### src/rtl/ahci_dma_wr_pack.sv
// ahci_dma_wr_pack
//   Packs 32-bit device-side dwords into 64-bit QWORD-aligned AXI write beats
//   with per-byte strobes. The first 16-bit word lands in lane woffs; the
//   following words fill successive lanes and wrap into the next QWORD.
//   Completed QWORDs go through a small FIFO whose head drives dout.
//
// Ports
//   hclk, hrst_n        clock, async active-low reset
//   wcnt, woffs, start  transfer setup (0-based word count, first-word lane)
//   din, din_vld, din_re    dword input handshake (low half = earlier word)
//   dout, dout_wstb, dout_vld, dout_re   FIFO head / pop
//   busy, done          transfer in progress / one-cycle completion pulse
//   abort               only with AHCI_DMA_WR_PACK_ABORT_EN defined
//
// Optional feature macro: AHCI_DMA_WR_PACK_ABORT_EN
//
// state | meaning
// ------+--------------------------------------------------------------
// IDLE  | waiting for start
// RUN   | accepting dwords into the accumulator
// TAIL  | queue the partially filled last QWORD, if any
// DRAIN | wait for the FIFO to empty, then pulse done
module ahci_dma_wr_pack #(
  parameter int WCNT_BITS    = 21,
  parameter int ADDRESS_BITS = 3
) (
  input  logic                 hclk,
  input  logic                 hrst_n,
  input  logic [WCNT_BITS-1:0] wcnt,
  input  logic [1:0]           woffs,
  input  logic                 start,
  input  logic [31:0]          din,
  input  logic                 din_vld,
  output logic                 din_re,
  output logic [63:0]          dout,
  output logic [7:0]           dout_wstb,
  output logic                 dout_vld,
  input  logic                 dout_re,
  output logic                 busy,
  output logic                 done
`ifdef AHCI_DMA_WR_PACK_ABORT_EN
  ,
  input  logic                 abort
`endif
);

  localparam int DEPTH = 1 << ADDRESS_BITS;
  localparam logic [ADDRESS_BITS+1:0] FILL_MAX = (ADDRESS_BITS+2)'(DEPTH - 2);
  localparam logic [ADDRESS_BITS:0]   PTR_ONE  = {{ADDRESS_BITS{1'b0}}, 1'b1};
  localparam logic [WCNT_BITS-1:0]    DW_ONE   = {{(WCNT_BITS-1){1'b0}}, 1'b1};

  typedef enum logic [1:0] {S_IDLE, S_RUN, S_TAIL, S_DRAIN} state_t;
  state_t state_q, state_d;

  logic [WCNT_BITS-1:0] dw_left;
  logic                 last_single;
  logic [1:0]           pos;
  logic [63:0]          acc_data;
  logic [3:0]           acc_lanes;
  logic                 push_vld;
  logic [63:0]          push_data;
  logic [7:0]           push_stb;
  logic [ADDRESS_BITS:0] wr_ptr, rd_ptr, fill;
  logic [ADDRESS_BITS+1:0] fill_pend;
  logic [63:0]          mem_data [DEPTH];
  logic [7:0]           mem_stb  [DEPTH];

  logic        abort_hit;
  logic        fifo_full, fifo_wr, pop, accept, two_words, qw_done;
  logic        ld, tail_push, drain_fin;
  logic [2:0]  pos1;
  logic [127:0] ext_data;
  logic [7:0]  ext_lanes;

`ifdef AHCI_DMA_WR_PACK_ABORT_EN
  assign abort_hit = abort && (state_q != S_IDLE);
`else
  assign abort_hit = 1'b0;
`endif

  function automatic logic [7:0] lane_stb(input logic [3:0] lanes);
    logic [7:0] s;
    for (int k = 0; k < 4; k++) s[2*k +: 2] = {2{lanes[k]}};
    return s;
  endfunction

  // FIFO bookkeeping; the extra pointer bit distinguishes full from empty.
  assign fill      = wr_ptr - rd_ptr;
  assign fifo_full = (wr_ptr[ADDRESS_BITS-1:0] == rd_ptr[ADDRESS_BITS-1:0]) &&
                     (wr_ptr[ADDRESS_BITS] != rd_ptr[ADDRESS_BITS]);
  assign fifo_wr   = push_vld && !fifo_full;
  assign dout_vld  = (wr_ptr != rd_ptr);
  assign pop       = dout_vld && dout_re;
  assign dout      = dout_vld ? mem_data[rd_ptr[ADDRESS_BITS-1:0]] : '0;
  assign dout_wstb = dout_vld ? mem_stb[rd_ptr[ADDRESS_BITS-1:0]]  : '0;

  // A QWORD written next cycle still needs a slot, so count it as occupied.
  assign fill_pend = {1'b0, fill} + {{(ADDRESS_BITS+1){1'b0}}, push_vld};
  assign din_re    = (state_q == S_RUN) && (dw_left != '0) && (fill_pend <= FILL_MAX);
  assign accept    = din_vld && din_re;
  assign busy      = (state_q != S_IDLE);

  // With an odd word count the last dword carries only its low word.
  assign two_words = !(last_single && (dw_left == DW_ONE));

  // Place the dword into an 8-lane window: lanes 0-3 are the QWORD being
  // built, lanes 4-7 catch a word that wraps into the next QWORD.
  always_comb begin
    pos1      = {1'b0, pos} + 3'd1;
    ext_data  = {64'd0, acc_data} | ({112'd0, din[15:0]} << {pos, 4'b0000});
    ext_lanes = {4'd0, acc_lanes} | (8'd1 << pos);
    if (two_words) begin
      ext_data  = ext_data | ({112'd0, din[31:16]} << {pos1, 4'b0000});
      ext_lanes = ext_lanes | (8'd1 << pos1);
    end
  end
  // Lanes fill in order, so lane 3 occupied means the QWORD is complete.
  assign qw_done = ext_lanes[3];

  always_comb begin
    state_d   = state_q;
    ld        = 1'b0;
    tail_push = 1'b0;
    drain_fin = 1'b0;
    case (state_q)
      S_IDLE: begin
        if (start) begin
          state_d = S_RUN;
          ld      = 1'b1;
        end
      end
      S_RUN: begin
        if (accept && (dw_left == DW_ONE)) state_d = S_TAIL;
      end
      S_TAIL: begin
        tail_push = (acc_lanes != 4'd0);
        state_d   = S_DRAIN;
      end
      S_DRAIN: begin
        if (!push_vld && ((fill == '0) || ((fill == PTR_ONE) && pop))) begin
          drain_fin = 1'b1;
          state_d   = S_IDLE;
        end
      end
      default: state_d = S_IDLE;
    endcase
    if (abort_hit) begin
      state_d   = S_IDLE;
      ld        = 1'b0;
      tail_push = 1'b0;
      drain_fin = 1'b0;
    end
  end

  always_ff @(posedge hclk or negedge hrst_n) begin
    if (!hrst_n) begin
      state_q     <= S_IDLE;
      done        <= 1'b0;
      dw_left     <= '0;
      last_single <= 1'b0;
      pos         <= 2'd0;
      acc_data    <= '0;
      acc_lanes   <= '0;
      push_vld    <= 1'b0;
      push_data   <= '0;
      push_stb    <= '0;
      wr_ptr      <= '0;
      rd_ptr      <= '0;
    end else begin
      state_q <= state_d;
      done    <= drain_fin || abort_hit;
      if (abort_hit) begin
        dw_left   <= '0;
        acc_data  <= '0;
        acc_lanes <= '0;
        push_vld  <= 1'b0;
        wr_ptr    <= '0;
        rd_ptr    <= '0;
      end else begin
        push_vld <= 1'b0;
        if (ld) begin
          dw_left     <= (wcnt >> 1) + DW_ONE;
          last_single <= !wcnt[0];
          pos         <= woffs;
          acc_data    <= '0;
          acc_lanes   <= '0;
        end
        if (accept) begin
          dw_left <= dw_left - DW_ONE;
          pos     <= pos + (two_words ? 2'd2 : 2'd1);
          if (qw_done) begin
            push_vld  <= 1'b1;
            push_data <= ext_data[63:0];
            push_stb  <= lane_stb(ext_lanes[3:0]);
            acc_data  <= ext_data[127:64];
            acc_lanes <= ext_lanes[7:4];
          end else begin
            acc_data  <= ext_data[63:0];
            acc_lanes <= ext_lanes[3:0];
          end
        end
        if (tail_push) begin
          push_vld  <= 1'b1;
          push_data <= acc_data;
          push_stb  <= lane_stb(acc_lanes);
          acc_data  <= '0;
          acc_lanes <= '0;
        end
        if (fifo_wr) wr_ptr <= wr_ptr + PTR_ONE;
        if (pop)     rd_ptr <= rd_ptr + PTR_ONE;
      end
    end
  end

  always_ff @(posedge hclk) begin
    if (fifo_wr) begin
      mem_data[wr_ptr[ADDRESS_BITS-1:0]] <= push_data;
      mem_stb[wr_ptr[ADDRESS_BITS-1:0]]  <= push_stb;
    end
  end

endmodule

### config.mk
export PLATFORM = sky130hd
export DESIGN_NAME = ahci_dma_wr_pack
export DESIGN_NICKNAME = d
export VERILOG_FILES = /design/src/rtl/ahci_dma_wr_pack.sv
export SDC_FILE = /design/constraint.sdc
export NUM_CORES = 1
export LEC_CHECK = 0
export CORE_AREA = 2 2 276 210
export DETAILED_ROUTE_END_ITERATION = 7
export DIE_AREA = 0 0 278 212
export PLACE_DENSITY = 0.72
export SLEW_MARGIN = 30
export SYNTH_ARGS = -nofsm -noshare
export SYNTH_HDL_FRONTEND = slang
export SYNTH_SLANG_ARGS = --single-unit
### constraint.sdc
create_clock -name hclk -period 8.6 [get_ports hclk]
set_input_delay 1.29 -clock hclk [delete_from_list [all_inputs] [get_ports hclk]]
set_output_delay 1.29 -clock hclk [all_outputs]
set_load 0.03 [all_outputs]
==> load_flow_metrics.sql <==
INSERT INTO impl_metrics (metric_group, metric, value, unit) VALUES
('run_status', 'outcome', 'completed', ''),
('synth', 'synth_nets', '2026', ''),
('cts', 'htree_num_levels', '3', ''),
('critical_path', 'critPathCapture', 'dout[50]', ''),
('critical_path', 'critical_path_peak_fanout', '42', ''),
('critical_path', 'worst_setup_path_start_kind', 'flop', ''),
('floorplan', 'std_cell_rows', '76', ''),
('floorplan', 'die_height', '212', 'microns'),
('placement', 'dp_hpwl', '45190', 'microns'),
('critical_path', 'number_of_cells_on_the_worst_reg_to_reg_path', '8', ''),
('timing', 'finalSetupViolCount', '0', ''),
('synth', 'post-synth-top-area-cell', 'edfxtp_1', ''),
('timing', 'max-slew-margin-rel', '34.34', '%'),
('layout', 'final.fill_count', '4023', ''),
('critical_path', 'worstPathCellList', 'buf_4 > buf_4 > mux4_2 > nand2_1 > a21oi_1 > clkdlybuf4s50_1', ''),
('synth', 'ys_dominant_reg_cell', 'edfxtp_1', ''),
('timing', 'timing.clock.skew', '26.56', 'ps'),
('cts', 'clk-insertion-delay-late', '620', 'ps'),
('floorplan', 'fp.coreArea', '56580', 'sq um'),
('synth', 'synth.cell_area', '30530', 'sq um'),
('synth', 'synth_enable_flop_cells', '544', ''),
('synth', 'share_of_the_synthesized_area_in_the_top_cell_type', '53.51', '%'),
('timing', 'grt_setup_unrepaired', 'false', ''),
('drt', 'ant_nets', '0', ''),
('cts', 'clockRootBuffer', 'clkbuf_16', ''),
('floorplan', 'die_area', '58940', 'sq um'),
('cts', 'tritoncts', 'built', ''),
('layout', 'fin_nets', '2139', ''),
('critical_path', 'critPathMostFrequentCell', 'buf_4', ''),
('synth', 'synth_cells', '1943', ''),
('floorplan', 'num_io_pins', '136', ''),
('layout', 'commonest_cells_after_routing_fill_and_taps_aside', 'edfxtp_1, nand2_1, dfrtp_1, a21oi_1, mux4_2', ''),
('power', 'ir_worst_vdd', '0.2940', 'mV'),
('synth', 'synthesis.yosys.warnings', '0', ''),
('global_route', 'grt_first_pass_wirelength', '118700', 'microns'),
('layout', 'design_area', '35070', 'sq um'),
('cts', 'clock_sinks', '716', ''),
('timing', 'clock.fmax', '177.0', 'MHz'),
('drt', 'dr_total_vias', '18948', ''),
('timing', 'worst_pin_slew', '984.9', 'ps'),
('power', 'total_leakage_power', '11.89', 'nW'),
('timing', 'final.setup.tns', '0', 'ps'),
('critical_path', 'critPathMaxStageDelay', '780', 'ps'),
('critical_path', 'crit_path_end_kind', 'output pin', ''),
('drt', 'routedWlPerCell', '27.53', 'microns'),
('cts', 'clk_pin_slew_worst_paths', '60', 'ps'),
('timing', 'min_period_over_period', '65.70', '%'),
('min_path', 'holdCritPathClass', 'reg2reg', ''),
('critical_path', 'worst-r2r-setup-slack', '4200', 'ps'),
('flow_run', 'max_cap_viol_count', '0', ''),
('synth', 'synth_area_leaders', 'edfxtp_1, dfrtp_1, mux4_2, o221a_2, a21oi_1', ''),
('cts', 'hold_buffer_count_at_cts', '0', ''),
('placement', 'place.port_buffers', '135', ''),
('cts', 'cts-buffers-inserted', '70', ''),
('synth', 'yosys_register_bits', '716', ''),
('cts', 'post_cts_buffers', '0', ''),
('timing', 'post-route-min-period', '5651', 'ps'),
('synth', 'asyncSetResetFlopFracSynth', '24.02', '%'),
('cts', 'cts-resized-gates', '0', ''),
('layout', 'seqCellArea', '20650', 'sq um'),
('drt', 'drc_errors', '0', ''),
('timing', 'report.final.hold_viol_count', '0', ''),
('placement', 'dpl-instance-area', '32790', 'sq um'),
('cts', 'clk_path_buf_depth', '3', ''),
('global_route', 'groute.usage.overall', '27.00', '%'),
('layout', 'drive_gt1_share', '18.98', '%'),
('critical_path', 'worstPathArrival', '4360', 'ps'),
('critical_path', 'startpoint', 'rd_ptr[0]', ''),
('synth', 'ys_types', '63', ''),
('power', 'power', '0.01416', 'W'),
('critical_path', 'critical_path.reg2reg.endpoint', 'acc_data[9]', '');
[layout make-up]
type	instances	share of cell area, %
clock buffer	89	5.376
tap	741	2.644
timing repair buffer	184	5.244
inverter	20	0.2140
clock inverter	34	0.9775
antenna	9	0.06421
multi-input combinational	1064	26.61
sequential	716	58.87
[synthesized netlist by cell type (2+ instances only)]
cell / n
buf_2: 22
ha_1: 22
or4_1: 65
nand2b_1: 18
inv_1: 19
or3_1: 7
a22o_1: 65
o21ai_1: 4
xor2_1: 10
nand2_1: 175
o21ai_0: 80
edfxtp_1: 544
o221a_2: 78
dfrtp_1: 172
mux2i_1: 9
and3_1: 4
buf_1: 24
nor2b_1: 3
o21a_1: 3
nor2_1: 39
buf_4: 8
mux2_2: 10
xnor2_1: 17
and2_1: 5
nor3_1: 17
o2bb2ai_1: 66
clkbuf_1: 88
nand4_1: 9
nor4_1: 10
o211ai_1: 5
a31oi_1: 3
o21ai_2: 2
a21oi_1: 138
mux4_2: 136
nand3_1: 38
[power breakdown]
| part | internal (W) | total [W] | switching (W) |
|---|---|---|---|
| sequential | 0.00465 | 0.00547 | 0.000811 |
| combinational | 0.00237 | 0.00567 | 0.00330 |
| clock | 0.00174 | 0.00303 | 0.00129 |
[registers in the layout (all words and copies together) (netlist names), 2 cells and up]
| name | cells |
|---|---|
| acc_data | 64 |
| push_data | 64 |
| mem_stb | 32 |
| acc_lanes | 4 |
| pos | 2 |
| state_q | 2 |
| push_stb | 4 |
| dw_left | 21 |
| rd_ptr | 4 |
| mem_data | 512 |
| wr_ptr | 4 |
[worst min path at each step]
stage	startpoint	to	slack (ps)	cells past startpoint
2_1_floorplan	rd_ptr[3]	rd_ptr[3]	460	1
6_report	wr_ptr[3]	wr_ptr[3]	490	1
3_3_place_gp	wr_ptr[3]	wr_ptr[3]	480	1
3_5_place_dp	wr_ptr[3]	wr_ptr[3]	480	1
5_1_grt	rd_ptr[3]	rd_ptr[3]	510	1
4_1_cts	wr_ptr[3]	wr_ptr[3]	490	1
[metal layers]
layer | GRT usage (%) | vias up | share of wire (%) | routed length [microns]
met5 | 0 | - | 0.099 | 78
met4 | 9.040 | 12 | 3.2 | 2507
met3 | 8.099 | 179 | 11 | 8521
met2 | 40.63 | 991 | 45 | 35620
met1 | 38.07 | 9702 | 41 | 31940
li1 | - | 8064 | - | -
[critical path: cells and delay by family, from the launching register on]
| kind | cells | cell delay (ps) |
|---|---|---|
| buffers and inverters | 3 | 2150 |
| DFF | 1 | 680 |
| muxes | 1 | 610 |
| AOI/OAI and AO/OA | 1 | 110 |
| and+or+nand+nor | 1 | 90 |
[metrics by stage]
step	util [%]	cells	worst slack [ps]	hold WS (ps)
2_1_floorplan	-	1943	1534	461.7
3_3_place_gp	57.71	2719	3499	475.9
3_5_place_dp	57.95	2724	3496	477.5
4_1_cts	61.89	2847	2849	488.8
5_1_grt	61.96	2850	2606	506.1
6_report	61.99	2857	2949	486.9
[cell families (layout without fill, tap and decap cells)]
family	Yosys count	in the layout	share of synthesized area [%]
adder cells (fa/ha/maj)	23	23	0.9672
AND/OR/NAND/NOR	398	398	6.574
other	0	9	0
flip-flops	716	716	67.61
AO/OA/AOI/OAI	459	459	11.05
XOR/XNOR	28	28	0.8484
multiplexers	156	156	10.73
buffers and inverters	163	327	2.217
(Power assumes the default switching activity.)
